<file path="src/rtl/image_ram_pkg.sv">
// Shared constants and FSM state type for the image RAM arbiter.
package image_ram_pkg;

    localparam int unsigned IMG_W      = 300;
    localparam int unsigned IMG_H      = 300;
    localparam int unsigned IMG_PIXELS = IMG_W * IMG_H;
    localparam int unsigned ADDR_W     = 18;
    localparam int unsigned DATA_W     = 32;

    typedef enum logic [0:0] {
        ARB_IDLE    = 1'b0,
        ARB_CPU_ACK = 1'b1
    } arb_state_t;

endpackage

</file>
<file path="src/rtl/image_ram_arbiter.sv">
// Single-port image RAM arbiter between a free-running VGA reader and a CPU.
// Define ARB_STARVE_GUARD_EN to let a starved CPU override the VGA after MAX_WAIT cycles.
module image_ram_arbiter #(
    parameter int unsigned IMG_PIXELS = image_ram_pkg::IMG_PIXELS,
    parameter int unsigned ADDR_W     = image_ram_pkg::ADDR_W,
`ifdef ARB_STARVE_GUARD_EN
    parameter int unsigned DATA_W     = image_ram_pkg::DATA_W,
    parameter int unsigned MAX_WAIT   = 15
`else
    parameter int unsigned DATA_W     = image_ram_pkg::DATA_W
`endif
) (
    input  logic              clk,
    input  logic              rst,
    input  logic              vga_req,
    input  logic [ADDR_W-1:0] vga_addr,
    output logic              vga_valid,
    output logic [DATA_W-1:0] vga_data,
    input  logic              cpu_req,
    input  logic              cpu_we,
    input  logic [ADDR_W-1:0] cpu_addr,
    input  logic [DATA_W-1:0] cpu_wdata,
    output logic              cpu_ack,
    output logic [DATA_W-1:0] cpu_rdata,
    output logic              cpu_err,
    output logic [ADDR_W-1:0] ram_addr,
    output logic              ram_we,
    output logic [DATA_W-1:0] ram_wdata,
    input  logic [DATA_W-1:0] ram_rdata
`ifdef ARB_STARVE_GUARD_EN
    ,
    output logic              vga_miss
`endif
);

    import image_ram_pkg::*;

    arb_state_t        r_state;
    logic              r_vga_valid;
    logic              r_vga_oob;
    logic              r_cpu_ack;
    logic              r_cpu_err;
    logic              r_cpu_rd;
    logic [DATA_W-1:0] r_cpu_rdata;

    logic              w_cpu_elig;
    logic              w_cpu_gnt;
    logic              w_vga_gnt;
    logic              w_cpu_oob;
    logic              w_vga_oob;
    logic [DATA_W-1:0] w_cpu_rd_val;

    assign w_cpu_oob  = 32'(cpu_addr) >= IMG_PIXELS;
    assign w_vga_oob  = 32'(vga_addr) >= IMG_PIXELS;
    // No grants while reset is held so the RAM sees no stray writes.
    assign w_cpu_elig = !rst && (r_state == ARB_IDLE) && cpu_req;

`ifdef ARB_STARVE_GUARD_EN
    localparam int unsigned WAIT_W = $clog2(MAX_WAIT + 1);

    logic [WAIT_W-1:0] r_wait_cnt;
    logic              r_vga_miss;
    logic              w_starved;

    assign w_starved = w_cpu_elig && (r_wait_cnt == WAIT_W'(MAX_WAIT));
    assign w_cpu_gnt = w_cpu_elig && (!vga_req || w_starved);
    assign vga_miss  = r_vga_miss;

    // Starvation counter and sticky record of VGA requests lost to it.
    always_ff @(posedge clk or posedge rst) begin
        if (rst) begin
            r_wait_cnt <= '0;
            r_vga_miss <= 1'b0;
        end else begin
            if (w_cpu_gnt) begin
                r_wait_cnt <= '0;
            end else if (w_cpu_elig) begin
                r_wait_cnt <= r_wait_cnt + WAIT_W'(1);
            end
            if (w_cpu_gnt && vga_req) begin
                r_vga_miss <= 1'b1;
            end
        end
    end
`else
    assign w_cpu_gnt = w_cpu_elig && !vga_req;
`endif

    assign w_vga_gnt = !rst && vga_req && !w_cpu_gnt;

    // RAM port mux: winner drives, idle port parks at address 0.
    always_comb begin
        ram_addr  = '0;
        ram_we    = 1'b0;
        ram_wdata = '0;
        if (w_cpu_gnt) begin
            ram_addr  = cpu_addr;
            ram_we    = cpu_we && !w_cpu_oob;
            ram_wdata = cpu_wdata;
        end else if (w_vga_gnt) begin
            ram_addr  = vga_addr;
        end
    end

    // FSM plus the registered response flags for both ports.
    always_ff @(posedge clk or posedge rst) begin
        if (rst) begin
            r_state     <= ARB_IDLE;
            r_vga_valid <= 1'b0;
            r_vga_oob   <= 1'b0;
            r_cpu_ack   <= 1'b0;
            r_cpu_err   <= 1'b0;
            r_cpu_rd    <= 1'b0;
            r_cpu_rdata <= '0;
        end else begin
            r_vga_valid <= w_vga_gnt;
            r_vga_oob   <= w_vga_oob;
            r_cpu_ack   <= w_cpu_gnt;
            r_cpu_err   <= w_cpu_gnt && w_cpu_oob;
            r_cpu_rd    <= w_cpu_gnt && !cpu_we;
            if (r_cpu_ack && r_cpu_rd) begin
                r_cpu_rdata <= w_cpu_rd_val;
            end
            case (r_state)
                ARB_IDLE:    if (w_cpu_gnt) r_state <= ARB_CPU_ACK;
                ARB_CPU_ACK: r_state <= ARB_IDLE;
                default:     r_state <= ARB_IDLE;
            endcase
        end
    end

    // RAM data arrives the cycle after grant, so read data is steered, not re-registered.
    assign w_cpu_rd_val = r_cpu_err ? '0 : ram_rdata;
    assign cpu_rdata    = (r_cpu_ack && r_cpu_rd) ? w_cpu_rd_val : r_cpu_rdata;
    assign cpu_ack      = r_cpu_ack;
    assign cpu_err      = r_cpu_err;
    assign vga_valid    = r_vga_valid;
    assign vga_data     = (r_vga_valid && !r_vga_oob) ? ram_rdata : '0;

endmodule
</file>
<file path="config.mk">
export PLATFORM = sky130hd
export DESIGN_NAME = image_ram_arbiter
export DESIGN_NICKNAME = d
export VERILOG_FILES = /design/src/rtl/image_ram_pkg.sv /design/src/rtl/image_ram_arbiter.sv
export SDC_FILE = /design/constraint.sdc
export NUM_CORES = 1
export LEC_CHECK = 0
export BUFFER_PORTS_ARGS = -buffer_cell sky130_fd_sc_hd__buf_2
export CORE_AREA = 2 2 86 88
export DETAILED_ROUTE_END_ITERATION = 12
export DIE_AREA = 0 0 88 90
export PLACE_DENSITY = 0.84
export SYNTH_ARGS = -nofsm -noshare
export SYNTH_HDL_FRONTEND = slang
export SYNTH_SLANG_ARGS = --single-unit
</file>
<file path="constraint.sdc">
create_clock -name clk -period 2 [get_ports clk]
set_input_delay 0.1 -clock clk [delete_from_list [all_inputs] [get_ports clk]]
set_output_delay 0.1 -clock clk [all_outputs]
set_load 0.1 [all_outputs]
</file>
# == Yosys cells after proc, flatten, opt, wreduce, memory -nomap -nowiden ==
# Index checks and enable logic that the tools add are counted.
# word_totals
register_bits,38
in_bits,105
output_inout_bits,118
wordCells,35
# op_classes
order_cmp,2
mux,9
n_bitwise,1
n_reduce_logical,16
# op_table
cell,count
$mux 32,4
$ge 18x17->1 const B,2
$mux 18,2
$logic_and 1x1->1,10
$logic_not 1->1,6
$mux 1,2
$pmux 1 s2,1
$not 1->1,1

# == Logic depth before layout (Yosys ltp) ==
# depth
depth_word,8
ltp_mapped,4
mapped_depth_nobuf,3

# == Worst setup path after synthesis ==
# No wires, ideal clock.
# synth_path
path_type,reg-to-reg
start,"register r_cpu_ack, in the netlist cpu_ack"
end,register r_cpu_rdata[23]
setup_ns,0.353
arrival_ns,3.632
t_required_ns,1.647
setup_slack_ns,-1.985
stages_incl_launch_ff,4
path_buffers,1
period_less_slack_ns,3.985
cell_sequence,dfrtp_1 > nand2_1 > clkbuf_1 > o21ai_0
# synth_between
elab_chain_len,2
# synth_rtl
element,line_no,text
start: declaration,image_ram_arbiter.sv:41,logic r_cpu_ack;
start signal: assignment,image_ram_arbiter.sv:118,r_cpu_ack <= w_cpu_gnt;
$logic_and 1x1->1,-,
$mux 32,-,
net cpu_rdata[23],image_ram_arbiter.sv:24,"output logic [DATA_W-1:0] cpu_rdata,"
end signal: assignment,image_ram_arbiter.sv:122,r_cpu_rdata <= w_cpu_rd_val;
end: declaration,image_ram_arbiter.sv:44,logic [DATA_W-1:0] r_cpu_rdata;
# The timed path passes the listed nets, and every way through them passes these cells.

# == Worst setup path in the final report ==
# layout_path
start,input port rst
end,output port ram_wdata[3]
# layout_between
elab_chain_len,5
# layout_rtl
element,line_no,text
start: declaration,image_ram_arbiter.sv:14,"input logic rst,"
$logic_not 1->1 (no line),-,
$logic_and 1x1->1 (2 in series),image_ram_arbiter.sv:56,assign w_cpu_elig = !rst && (r_state == ARB_IDLE) && cpu_req;
$logic_and 1x1->1,image_ram_arbiter.sv:86,assign w_cpu_gnt = w_cpu_elig && !vga_req;
$mux 32,image_ram_arbiter.sv:96,if (w_cpu_gnt) begin
end: declaration,image_ram_arbiter.sv:28,"output logic [DATA_W-1:0] ram_wdata,"
# Every way passes these cells.

==> out/results.txt <==
GP Congestion = 0.8589
Final Critical Period = 1905 ps
Clk slew on worst S/H paths = 70 ps
Top cells by area, synth = dfrtp_1 43%, and2_1 18%, nand2b_1 9.0%
Skew final = 5.690 ps
GRT Total Usage = 0.2699
Status = complete, no violations
Element type at the critical path start = primary input
Max VDD drop = 326.5 uV
Dpl cells = 572
Layout cell share with drive strength beyond 1 = 0.6398
Mapped Nets = 363
Row count = 31
TritonCTS clock tree = built
Area leader, netlist = dfrtp_1
Fill cells = 358
Post-synthesis mux area share = 0
Worst min-delay path class = in2reg
Port-buffer cells = 222
Skew-Pair Late Insertion Delay = 280 ps
Top-area cell type share of the netlist area = 0.4262
Post-synthesis xor/xnor area fraction = 0
I/O pins = 223
Worst Setup SP = rst
Combinational family with the most area after synthesis = simple AND/OR/NAND/NOR gates
Die ar. = 7920 sq um
Crit Path Max Fanout = 41
Post-synthesis compound-gate area fraction = 0.1570
Final non-filler cell total = 582
ANT nets after route = 0
Via count = 2893
DRT Wirelength = 10.22 mm
Hpwl dp = 8.446 mm
Die height = 90 um
Critical path type = in2out
CTS Buf Count = 5
Initial Util = 0.3178
DR DRC count = 0
Seq/Total Area, Yosys = 0.4262
Area Overhead vs Synth = 155.9%
DP Area = 5565 sq um
CP Capture Type = output port
Core box area = 7020 sq um
Total leakage power = 2.656 nW
PnR Total Power = 4.326 mW
Setup WS pre-CTS = 304.4 ps
Worst slew margin = 0.6587
Synth Area in Simple Gates = 0.3803
Initial antenna violation count = 0
Max Cap Viol = 0
Cells after synthesis = 258
CP required = 1900 ps
Netlist cell types = 24
Final instance area = 5709 sq um
Post-Synth Adder-Cell Area = 0
Vias per cell = 4.971
Post-CTS setup buffer count = 0
First-pass GRT wire length = 16.57 mm
RSZ-0062 raised after global routing = false
Post-route setup slack = 95.16 ps
Slew @ Worst Pin = 515.5 ps
Number of clock sinks = 38
WHS = 35.49 ps
CTS Buffer Depth = 2
Drt first-iter violations = 105
Register bit total from synthesis = 38
N_diodes = 0
Clock root buffer = clkbuf_8
Fmax = 0.5250 GHz
Min-Delay Startpoint = vga_req
Max Slew Vio Count = 0
Syn Area/Cell = 8.647 sq um
Layout net count = 587
Post-synth ARST share = 1.000
# setup viols final = 0
Wire per inst = 17.57 um
Final Hold Fails = 0
Vias in the first global route = 3256
Total iterations of the first detailed-routing run = 4
Overflow after GRT = 0
Post-synth EDFFs = 0
Reg-to-Reg Start = cpu_ack
CP Data Arrival Time = 1800 ps
Post-synthesis cell area = 2231 sq um
Prevailing post-synth register cell = dfrtp_1
Yosys Warn Count = 0
Pin count of the biggest net entering global routing = 42
PwrDens = 757.7 nW/um^2
H-tree depth = 2
Final period util = 0.9524
Die width = 88 um
routing by layer:
layer	up-vias	part of all wire	track usage	wire, um
li1	1304	-	-	-
met1	1348	0.33	0.2733	3419
met2	195	0.53	0.4874	5392
met3	46	0.078	0.06520	797
met4	0	0.060	0.1564	613
met5	-	0	0	0
worst paths after layout:
| check | end | slack (ps) | depth (start not counted) |
|---|---|---|---|
| min in group asynchronous | r_state | 280 | 3 |
| max in group asynchronous | cpu_ack | 1280 | 4 |
| worst min register to register | r_cpu_rdata[4] | 510 | 2 |
| worst max register to register | r_cpu_rdata[11] | 540 | 4 |
| worst max-delay path | ram_wdata[3] | 100 | 6 |
| worst min-delay path | r_state | 40 | 2 |
logic make-up after synthesis:
| group | Yosys count |
|---|---|
| simple gates | 145 |
| compound gates | 55 |
| flops | 38 |
| buf+inv | 20 |
registers in the layout (all words and copies together) (netlist names):
signal / count
r_cpu_rdata: 32
cpu_ack: 1
cpu_err: 1
r_cpu_rd: 1
r_state: 1
r_vga_oob: 1
vga_valid: 1
critical path, cell delays in order:
cell	delay (ps)
dlygate4sd3_1	540
buf_2	160
nor4b_4	290
buf_6	270
and2_1	240
buf_12	190
cells in the mapped netlist (2+ instances only):
cell / number
dfrtp_1: 38
nand2b_1: 32
and2_1: 64
nor3_1: 2
clkbuf_1: 14
nor2b_1: 3
buf_2: 5
a22o_1: 18
o21ai_0: 32
nand4_1: 2
a21oi_1: 2
nand2_1: 34
through the flow:
step	util	setup TNS, ps
2_1_floorplan	-	-1443
3_3_place_gp	0.7927	0
3_5_place_dp	0.7927	0
4_1_cts	0.8123	0
5_1_grt	0.8132	0
6_report	0.8132	0
what timing repair did:
item                                    CTS  global route
hold buffers                              2             0
gates cloned                              0             0
hold endpoints to repair                 39             0
endpoints found under the setup margin    6            43
gates resized for setup                   1             2
area by class of cell:
class / instances / area, sq um / area share
clock buffers: 5 / 68.82 / 0.01205
flip-flops and latches: 38 / 955.9 / 0.1674
clock inverters: 3 / 40.04 / 0.007013
repair buffers: 236 / 2917 / 0.5108
well taps: 99 / 123.9 / 0.02170
inverters: 1 / 3.754 / 0.0006575
multi-input cells: 200 / 1600 / 0.2803
cell usage in the layout (no fill, tap or decap), types with 5 or more instances in the layout:
cell	n
o21ai_4	30
and2_2	30
dfrtp_1	36
nand2b_1	32
buf_12	113
and2_1	34
a22o_1	18
clkbuf_8	5
nand2_1	33
buf_2	111
buf_4	9
report_power, final:
group | total, mW | internal [mW] | switching [mW]
Clock | 0.630 | 0.367 | 0.263
Combinational | 2.76 | 0.901 | 1.85
Sequential | 0.941 | 0.893 | 0.0485
Power figures use the tool's default switching activity.
